**src/rtl/ring_pkg.sv**
```systemverilog
// Shared constants for the ring NIC: widths, register map, packet fields, polarity.
package ring_pkg;

  localparam int unsigned DATA_W  = 64;
  localparam int unsigned ADDR_W  = 2;
  localparam int unsigned CNT_W   = 8;

  // Packet header field positions
  localparam int unsigned VC_BIT  = 63;
  localparam int unsigned DIR_BIT = 62;
  localparam int unsigned HOP_MSB = 55;
  localparam int unsigned HOP_LSB = 48;

  // Processor register map
  localparam logic [ADDR_W-1:0] ADDR_IN_BUF   = 2'b00;
  localparam logic [ADDR_W-1:0] ADDR_IN_STAT  = 2'b01;
  localparam logic [ADDR_W-1:0] ADDR_OUT_BUF  = 2'b10;
  localparam logic [ADDR_W-1:0] ADDR_OUT_STAT = 2'b11;

  // Router polarity encodings
  localparam logic POL_ODD  = 1'b0;
  localparam logic POL_EVEN = 1'b1;

  // Output path FSM states
  localparam logic [0:0] ST_IDLE = 1'b0;
  localparam logic [0:0] ST_PEND = 1'b1;

endpackage

```
**src/rtl/ring_nic_buf.sv**
```systemverilog
// nic_buf: one packet-wide data register with a full flag; load wins over clear.
module nic_buf
  import ring_pkg::*;
(
  input  logic              clk,
  input  logic              reset,
  input  logic              load,
  input  logic              clear,
  input  logic [DATA_W-1:0] d,
  output logic [DATA_W-1:0] q,
  output logic              full
);

  // Capture data and set full on load; drop full on clear
  always_ff @(posedge clk) begin
    if (reset) begin
      q    <= '0;
      full <= 1'b0;
    end else if (load) begin
      q    <= d;
      full <= 1'b1;
    end else if (clear) begin
      full <= 1'b0;
    end
  end

endmodule

```
**src/rtl/ring_nic.sv**
```systemverilog
// ring_nic: processor-facing NIC for the ring router PE port.
// Optional macro NIC_DROP_CNT_EN adds a saturating drop/protocol-error counter
// visible in the output status word bits [8+CNT_W-1:8].
module ring_nic
  import ring_pkg::*;
(
  input  logic              clk,
  input  logic              reset,
  input  logic [ADDR_W-1:0] addr,
  input  logic [DATA_W-1:0] d_in,
  output logic [DATA_W-1:0] d_out,
  input  logic              nicEn,
  input  logic              nicWrEn,
  input  logic              net_polarity,
  output logic              net_so,
  input  logic              net_ro,
  output logic [DATA_W-1:0] net_do,
  input  logic              net_si,
  output logic              net_ri,
  input  logic [DATA_W-1:0] net_di
);

  logic [0:0]        state;
  logic [0:0]        state_next;
  logic [DATA_W-1:0] in_buf;
  logic [DATA_W-1:0] out_buf;
  logic              in_full;
  logic              out_full;
  logic              in_load;
  logic              in_clear;
  logic              out_load;
  logic              out_clear;
  logic              rd_en;
  logic              wr_out;
  logic [DATA_W-1:0] out_stat;

  assign rd_en    = nicEn && !nicWrEn;
  assign wr_out   = nicEn && nicWrEn && (addr == ADDR_OUT_BUF);
  assign in_load  = net_si && !in_full;
  assign in_clear = rd_en && (addr == ADDR_IN_BUF) && in_full;
  assign net_ri   = !in_full;
  assign net_do   = out_buf;

  nic_buf u_in_buf (
    .clk   (clk),
    .reset (reset),
    .load  (in_load),
    .clear (in_clear),
    .d     (net_di),
    .q     (in_buf),
    .full  (in_full)
  );

  nic_buf u_out_buf (
    .clk   (clk),
    .reset (reset),
    .load  (out_load),
    .clear (out_clear),
    .d     (d_in),
    .q     (out_buf),
    .full  (out_full)
  );

  // Output FSM state register
  always_ff @(posedge clk) begin
    if (reset) state <= ST_IDLE;
    else       state <= state_next;
  end

  // Output FSM: accept a packet when idle, send it in its own VC polarity phase
  always_comb begin
    state_next = state;
    out_load   = 1'b0;
    out_clear  = 1'b0;
    net_so     = 1'b0;
    case (state)
      ST_IDLE: begin
        if (wr_out) begin
          out_load   = 1'b1;
          state_next = ST_PEND;
        end
      end
      ST_PEND: begin
        net_so = net_ro && (net_polarity == out_buf[VC_BIT]);
        if (net_so) begin
          out_clear  = 1'b1;
          state_next = ST_IDLE;
        end
      end
      default: state_next = ST_IDLE;
    endcase
  end

`ifdef NIC_DROP_CNT_EN
  logic [CNT_W-1:0] drop_cnt;
  logic [CNT_W:0]   cnt_sum;
  logic             drop_wr;
  logic             arrive_err;
  logic             stat_wr;

  assign drop_wr    = wr_out && (state == ST_PEND);
  assign arrive_err = net_si && in_full;
  assign stat_wr    = nicEn && nicWrEn && (addr == ADDR_OUT_STAT);
  assign cnt_sum    = (CNT_W+1)'(drop_cnt) + (CNT_W+1)'(drop_wr) + (CNT_W+1)'(arrive_err);

  // Saturating count of dropped writes and router protocol errors
  always_ff @(posedge clk) begin
    if (reset || stat_wr)  drop_cnt <= '0;
    else if (cnt_sum[CNT_W]) drop_cnt <= '1;
    else                     drop_cnt <= cnt_sum[CNT_W-1:0];
  end

  assign out_stat = DATA_W'(out_full) | (DATA_W'(drop_cnt) << 8);
`else
  assign out_stat = DATA_W'(out_full);
`endif

  // Zero-latency register read mux
  always_comb begin
    d_out = '0;
    if (rd_en) begin
      case (addr)
        ADDR_IN_BUF:   d_out = in_buf;
        ADDR_IN_STAT:  d_out = DATA_W'(in_full);
        ADDR_OUT_STAT: d_out = out_stat;
        default:       d_out = '0;
      endcase
    end
  end

endmodule

```
**config.mk**
```make
export PLATFORM = sky130hd
export DESIGN_NAME = ring_nic
export DESIGN_NICKNAME = d
export VERILOG_FILES = /design/src/rtl/ring_pkg.sv /design/src/rtl/ring_nic_buf.sv /design/src/rtl/ring_nic.sv
export SDC_FILE = /design/constraint.sdc
export NUM_CORES = 1
export LEC_CHECK = 0
export ABC_AREA = 1
export CAP_MARGIN = 20
export CORE_ASPECT_RATIO = 1.2
export CORE_MARGIN = 8
export CORE_UTILIZATION = 37
export DETAILED_ROUTE_END_ITERATION = 8
export GPL_TIMING_DRIVEN = 0
export PLACE_DENSITY = 0.88
export SETUP_SLACK_MARGIN = 0.5
export SLEW_MARGIN = 20
export SYNTH_ARGS = -nofsm -noshare
export SYNTH_HDL_FRONTEND = slang
export SYNTH_SLANG_ARGS = --single-unit
```
**constraint.sdc**
```tcl
create_clock -name clk -period 1.2 [get_ports clk]
set_input_delay 0.3 -clock clk [delete_from_list [all_inputs] [get_ports clk]]
set_output_delay 0.3 -clock clk [all_outputs]
set_load 0.01 [all_outputs]
```
### After elaboration in Yosys (flattened, before gate mapping)

Cells that the tools add are included.

* output and inout bits: 130
* register bits after elaboration: 131
* input bits: 137
* logic and storage cells: 35

* equal/unequal tests: 4
* bitwise gates (word level): 1
* multiplexer cells: 13
* reduce and logical (&&, ||, !) cells: 12

Operators by type and width (number)
* case mux 64 bit (3 select lines): 1
* two-way mux 64 bit: 1
* two-way mux 1 bit: 10
* logical AND 1 bit: 7
* == test 2 bit, second input constant: 2
* nonzero test 2 bit: 2
* == test 2 x 1 -> 1 bit, second input constant: 1
* zero test 1 bit: 2
* zero test 2 bit: 1
* case mux 1 bit (2 select lines): 1
* == test 1 bit: 1
* inverter 1 bit: 1

### Logic depth before layout (Yosys ltp)

Gate-level depths: netlist of run 1.

* word-level depth: 6
* mapped depth: 7
* depth with buffers taken out: 6

### Cells and area by module

A second synthesis of run 1 with hierarchy kept.

* cell total of the unflattened synthesis: 732
* area total of the unflattened synthesis: 5450.2 µm²

Modules (own cells, without submodules)
* nic_buf: instances 2, sequential area each 1301.2 µm², area each 2296.0 µm², cells an instance 282
* ring_nic: instances 1, sequential area each 20.0 µm², area each 858.3 µm², cells an instance 168

### Least setup slack after synthesis of run 1

Ideal clock, no wire load.

* path kind: input port to output port
* start point: input port addr[1]
* end point: output port d_out[13]
* arrival: 0.976 ns
* setup slack: -0.076 ns
* buffers on the path: 2
* data required time: 0.900 ns
* cell stages on the path: 5
* cells stage by stage: nor2_1 > buf_2 > buf_4 > nand2_1 > nor2_1

* cells in the longest elaborated chain, start to end: 3
* elaborated cells on any way between the ends: 5
* classes of those cells: eq/ne (2); mux (2); reduce/logical (1)

Ends and longest elaborated chain
* start, declared: RTL line ring_nic.sv:9 `input logic [ADDR_W-1:0] addr,`
* == test 2 bit, or another cell as far along: RTL line ring_nic.sv:122 `case (addr)`
* case mux 64 bit (3 select lines) *: RTL line ring_nic.sv:122
* two-way mux 64 bit *: RTL line ring_nic.sv:121 `if (rd_en) begin`
* end, declared: RTL line ring_nic.sv:11 `output logic [DATA_W-1:0] d_out,`

Every way passes the cells marked *; elsewhere a longest branch is shown, timed or not.

### Worst setup path after layout of run 1

* start point: input port addr[1]
* end point: output port d_out[16]

Same word-level chain as after synthesis.

==> results of run 1 <==
## metrics by stage
stage / worst slack, ps / total power, mW / area, sq um
after floorplan: -14.8 / 5.82 / 6640
after detailed placement: -1360 / 6.67 / 9550
after global routing: -373 / 13.1 / 12300
after global placement: -1340 / 6.62 / 9550
final: -340 / 12.7 / 12300
after CTS: -308 / 12.2 / 11300
## critical path: stages
cell and delay, ps:
buf_8 110, nor2_4 150, buf_12 180, buf_12 120, buf_16 130, nand2_4 60
nor2_4 90, buf_6 100
## timing repair
action,in CTS,in global routing
setup endpoints to repair,261,261
buffers inserted,51,24
resized for setup,842,155
pin swaps,48,21
cloned,9,7
## routing by layer
layer	vias to the layer above	global-route usage	part of all wire
met1	3286	0.244	0.33
met3	108	0.0788	0.091
met4	0	0.140	0.051
met2	369	0.428	0.52
li1	3131	-	-
met5	-	0	0
## power by group through the flow
stage / clock network [mW] / logic [mW] / registers, mW
floorplan: 0 / 0.990 / 4.83
global placement: 0 / 1.81 / 4.81
detailed placement: 0 / 1.84 / 4.83
CTS: 5.22 / 2.23 / 4.75
global route: 5.52 / 2.77 / 4.82
finish: 5.27 / 2.65 / 4.80
## area by class of cell
| type | instances | area (sq um) | area share |
|---|---|---|---|
| plain buffers | 61 | 918 | 0.0745 |
| clock buffers | 22 | 484 | 0.0393 |
| multi-input cells | 533 | 4010 | 0.325 |
| diodes | 2 | 5.00 | 0.000406 |
| flip-flops and latches | 131 | 2710 | 0.220 |
| repair buffers | 357 | 3780 | 0.307 |
| clock inverters | 9 | 104 | 0.00843 |
| well taps | 204 | 255 | 0.0207 |
| inverters | 10 | 62.6 | 0.00508 |
## sequential cells by signal, summed over array words and instances (netlist names)
register        cells
u_in_buf.full       1
u_out_buf.q        64
u_out_buf.full      1
u_in_buf.q         64
state               1
## cells by family after synthesis
| kind of cell | share of synthesized area |
|---|---|
| AND/OR/NAND/NOR | 0.316 |
| AO/OA/AOI/OAI | 0.141 |
| buffers and inverters | 0.0829 |
| flip-flops | 0.459 |
## layout by cell type, fill, tap and decap left out, types with 35 or more instances in the layout
cell / synthesis / final
buf_6: 12 / 124
a21oi_2: 40 / 56
clkbuf_16: 0 / 36
clkdlybuf4s50_1: 0 / 129
nand2_2: 1 / 51
nor2_1: 195 / 125
nand2_4: 0 / 40
nand3_2: 40 / 55
o21ai_2: 0 / 35
nor2_4: 1 / 56
nand2_1: 137 / 45
dfxtp_1: 131 / 64
buf_4: 7 / 72
dfxtp_2: 0 / 66
## worst min-delay path by stage
| stage | from | depth (start not counted) | endpoint |
|---|---|---|---|
| global placement | u_out_buf.q[0]$_SDFFE_PP0P_ | 2 | u_out_buf.q[0]$_SDFFE_PP0P_ |
| detailed placement | u_out_buf.q[0]$_SDFFE_PP0P_ | 2 | u_out_buf.q[0]$_SDFFE_PP0P_ |
| CTS | nicWrEn | 6 | u_in_buf.full$_SDFFE_PP0P_ |
| global route | d_in[14] | 3 | u_out_buf.q[14]$_SDFFE_PP0P_ |
| finish | net_polarity | 5 | u_out_buf.full$_SDFFE_PP0P_ |
| floorplan | d_in[13] | 2 | u_out_buf.q[13]$_SDFFE_PP0P_ |
==> reports/metrics.yaml, run 1 <==
status: "complete, but fails checks"
violations: "setup timing"
power_density_nw_per_um2: 1030
min_path_type: "input pin to flop"
timing.final.max_slew_violations: 0
core_sq_um: 15000
vias: 6894
count_of_flip_flops_with_a_built_in_enable_after_synthesis: 0
ant_nets: 0
synth_ff_type: "dfxtp_1"
numPortBuffers: 266
setup-violations-final: 73
hold_slack_ps: 413
reg2reg_from: "state$_SDFF_PP0_"
die_extent_in_x_um: 129
pwr-share-seq: 0.377
groute.usage.overall: 0.244
drt_iter0_markers: 423
synth.cell_area_sq_um: 5710
vdd_drop_max_mv: 0.925
syn-mean-instance-area_sq_um: 7.77
synthMostInstantiatedCell: "nor2_1"
synthDominantAreaCellType: "dfxtp_1"
netlist.area_leader.share: 0.459
min_period_over_period: 1.28
postSynthNetCount: 872
synth-warning-count: 0
intPower_mw: 9.23
relSlewSlack: 0.525
syn_inst: 735
worstRegToRegCells: 5
post-place-cells: 1205
r2r-end: "u_out_buf.q[1]$_SDFFE_PP0P_"
r2r_slack_ps: -20
finalNonFillerCells: 1329
clockPowerShare: 0.414
clk_pin_slew_worst_paths_ps: 50
async_reset_ff_frac: 0
area_delta_synth_final_pct: 116
fmaxAchievable_ghz: 0.649
holdBufCountCts: 0
max-cap-violations: 0
end_kind: "primary output"
setup.worst_path.start_class: "input pin"
fillerInstances: 779
setup_total_negative_slack_ps: -18640
power.combinational.fraction: 0.208
ctsRootBufferMaster: "clkbuf_16"
finalWirelength_um: 28500
min_period_ps: 1540
vias_per_cell: 5.19
h-tree-depth: 4
critPathLaunch: "addr[1]"
critical_path_arrival_ps: 1240
detailed_routing_iteration_count_for_the_pre_antenna_repair_pass: 5
die-area_sq_um: 19700
grt_pass1_vias: 7013
dpl_hpwl_um: 15700
postLayoutSetupSlackWorst_ps: -340
setup_repair_after_global_routing_missed_its_margin: "yes"
hold_violations: 0
final_core_util: 0.821
seq_area_frac_synth: 0.459
ffs_latches_synth: 131
synth.cells.most_frequent: "195 x nor2_1, 137 x nand2_1, 131 x dfxtp_1, 54 x o21ai_0"
finalClockSkew_ps: 12.3
cts_tree: "done"
finish.net_count: 1248
cp.required_ps: 900
cts_buffer_depth: 2
drc: 0
timing.critical_path.fanout_max: 8
grt_pass1_wl_um: 37400
num_io_pins: 267
grt_start_max_net_pins: 17
net_switching_share_of_the_total_power: 0.275
tritoncts_num_sinks: 131
worst_slew_pin_slew_ps: 712
power.static_leakage_nw: 4.91
grt_overflow_total: 0
cts-buffers-inserted: 17
worst_setup_path_category: "input pin to primary output"
synth_area_leaders: "dfxtp_1 46%, nor2_1 13%, nand2_1 9.0%"
starting_density_of_the_core: 0.380
switchingPower_mw: 3.50
clk-insertion-delay-late_ps: 430
post_synth_num_cell_types: 23
routed_wire_length_per_instance_um: 21.4
place.gp.congestion: 0.788
floorplan.die.height_um: 152
post_route_cells_drive_above_1_share: 0.638
grt_antenna_before_repair: 2
worstSetupEndpoint: "d_out[16]"
fp-row-count: 49
Note: power is estimated with default switching activity, not from simulation.
==> run 2: changes to the inputs <==
- CAP_MARGIN: 20 -> not set
- TNS_END_PERCENT: not set -> 10
==> run 2 against run 1 <==
Against the previous run: clock skew down 3.8 ps; die area is the same; count of clock-buffer cells in the layout rose by 3; total power is 5.5% lower; combinational power decreased by 24%; routed wire length fell by 22%; hold slack lost 50 ps; register-to-register slack better by 60 ps; sequential share of layout area increased by 3.8 points; first-iteration DRC count decreased by 42%; via count is 12% lower; highest routed layer unchanged; final cell count down 4.7%; the run still ends with setup timing left.
==> reports/metrics.yaml, run 2 (synthesis results as in run 1) <==
status: "complete, but fails checks"
violations: "setup timing"
post_route_cells_drive_above_1_share: 0.476
num_io_pins: 267
worst_setup_path_category: "input pin to primary output"
place.gp.congestion: 0.808
finalNonFillerCells: 1266
fp-row-count: 49
groute.usage.overall: 0.212
numPortBuffers: 266
commonest_non_fill_non_tap_cell_in_the_layout: "nor2_1"
grt_start_max_net_pins: 17
holdPathStages: 6
final_core_util: 0.700
finalClockSkew_ps: 8.45
die-area_sq_um: 19700
floorplan.die.height_um: 152
placed_area_sq_um: 8940
dpl_hpwl_um: 15300
vias: 6097
die_extent_in_x_um: 129
final_area_sq_um: 10500
timing.critical_path.fanout_max: 6
min_period_ps: 1550
critical_path_arrival_ps: 1250
worst_slew_pin_slew_ps: 722
post-place-cells: 1205
hold_violations: 0
clk_pin_slew_worst_paths_ps: 50
cp.required_ps: 900
registers_with_the_highest_flip_flop_counts: "u_in_buf.q: 64 flops, u_out_buf.q: 64 flops"
grt_pass1_vias: 6249
cp_cell_sequence: "buf_8 > nor2_4 > buf_8 > buf_12 > buf_16 > nand2_4 > nor2_4 > buf_6"
path_depth: 8
hold_slack_ps: 363
setup_repair_after_global_routing_missed_its_margin: "yes"
ant_nets: 0
grt_antenna_before_repair: 0
max-cap-violations: 0
grt_overflow_total: 0
routed_wire_length_per_instance_um: 17.6
vias_per_cell: 4.82
timing.critical_path.slowest_stage_cell: "buf_8"
finalWirelength_um: 22200
cts-buffers-inserted: 17
drt_iter0_markers: 246
min_path_type: "input pin to flop"
grt_pass1_wl_um: 32800
cts_tree: "done"
cpPeakStageDelay_ps: 170
end_kind: "primary output"
core_sq_um: 15000
cts_buffer_depth: 2
setup.worst_path.start_class: "input pin"
tritoncts_num_sinks: 131
area_delta_synth_final_pct: 84.2
vdd_drop_max_mv: 0.961
post-layout-total-power_mw: 12.0
min_period_over_period: 1.29
drc: 0
clk-insertion-delay-late_ps: 410
detailed_routing_iteration_count_for_the_pre_antenna_repair_pass: 4
h-tree-depth: 4
relSlewSlack: 0.518
power_density_nw_per_um2: 1140
setup-violations-final: 67
cp_top_family: "buffers and inverters"
postLayoutSetupSlackWorst_ps: -351
holdBufCountCts: 0
finish.net_count: 1186
mostFrequentLayoutCells: "163 x nor2_1, 130 x clkdlybuf4s50_1, 102 x buf_6"
n_antenna_cell: 0
ctsRootBufferMaster: "clkbuf_16"
starting_density_of_the_core: 0.380
worstRegToRegCells: 6
fmaxAchievable_ghz: 0.645
place_worst_setup_slack_ps: -1300
setup_total_negative_slack_ps: -17960
timing.critical_path.buf_inv: 5
power.static_leakage_nw: 4.20
timing.final.max_slew_violations: 0
## run 2: changes by cell type in the layout (fill, tap and decap cells not counted), moves of 30 or more
cell and change:
nand2_1 +54, buf_2 +30, o21ai_0 +31, buf_4 -54, nor2_1 +38, nor2_4 -33, nand2_2 -33
## run 2: worst paths after layout
kind	start	to	slack (ps)
min	nicWrEn	u_in_buf.full$_SDFFE_PP0P_	360
min reg2reg	u_out_buf.q[26]$_SDFFE_PP0P_	u_out_buf.q[26]$_SDFFE_PP0P_	460
max reg2reg	state$_SDFF_PP0_	u_out_buf.q[21]$_SDFFE_PP0P_	40
max	addr[1]	d_out[32]	-350
## run 2: metal layers
metal	vias up	global-route usage	routed length, um	part of all wire
li1	3000	-	-	-
met4	0	0.0920	659	0.030
met3	42	0.0858	2090	0.094
met5	-	0	0	0
met2	221	0.379	11700	0.52
met1	2834	0.209	7810	0.35
## run 2: cell type report
type / count / area (sq um)
Tap cell: 204 / 255
Sequential cell: 131 / 2710
Fill cell: 1111 / 4510
Timing Repair Buffer: 293 / 2930
Buffer: 61 / 746
Inverter: 10 / 50.0
Clock buffer: 25 / 505
Clock inverter: 7 / 96.3
Multi-Input combinational cell: 533 / 3200
Timing Repair inverter: 2 / 15.0
## run 2: power breakdown
part	internal, mW	total, mW	leakage (nW)	switching, mW
Clock	3.34	5.27	0.286	1.93
Sequential	4.59	4.75	1.11	0.159
Combinational	1.07	2.01	2.81	0.932
Total	9.00	12.0	4.20	3.03
## run 2: worst reg2reg max path, cell delays in order, from the launching register on
cell and delay, ps:
dfxtp_4 360, nor2_4 120, nand2_2 100, buf_8 160
buf_8 140, nand2_1 80, a21oi_2 50
## run 2: timing repair
action,in CTS,in global routing
hold endpoints to repair,0,0
setup endpoints to repair,261,261
setup buffers,15,5
pin swaps,26,41
gates cloned,9,0
resized for setup,762,133
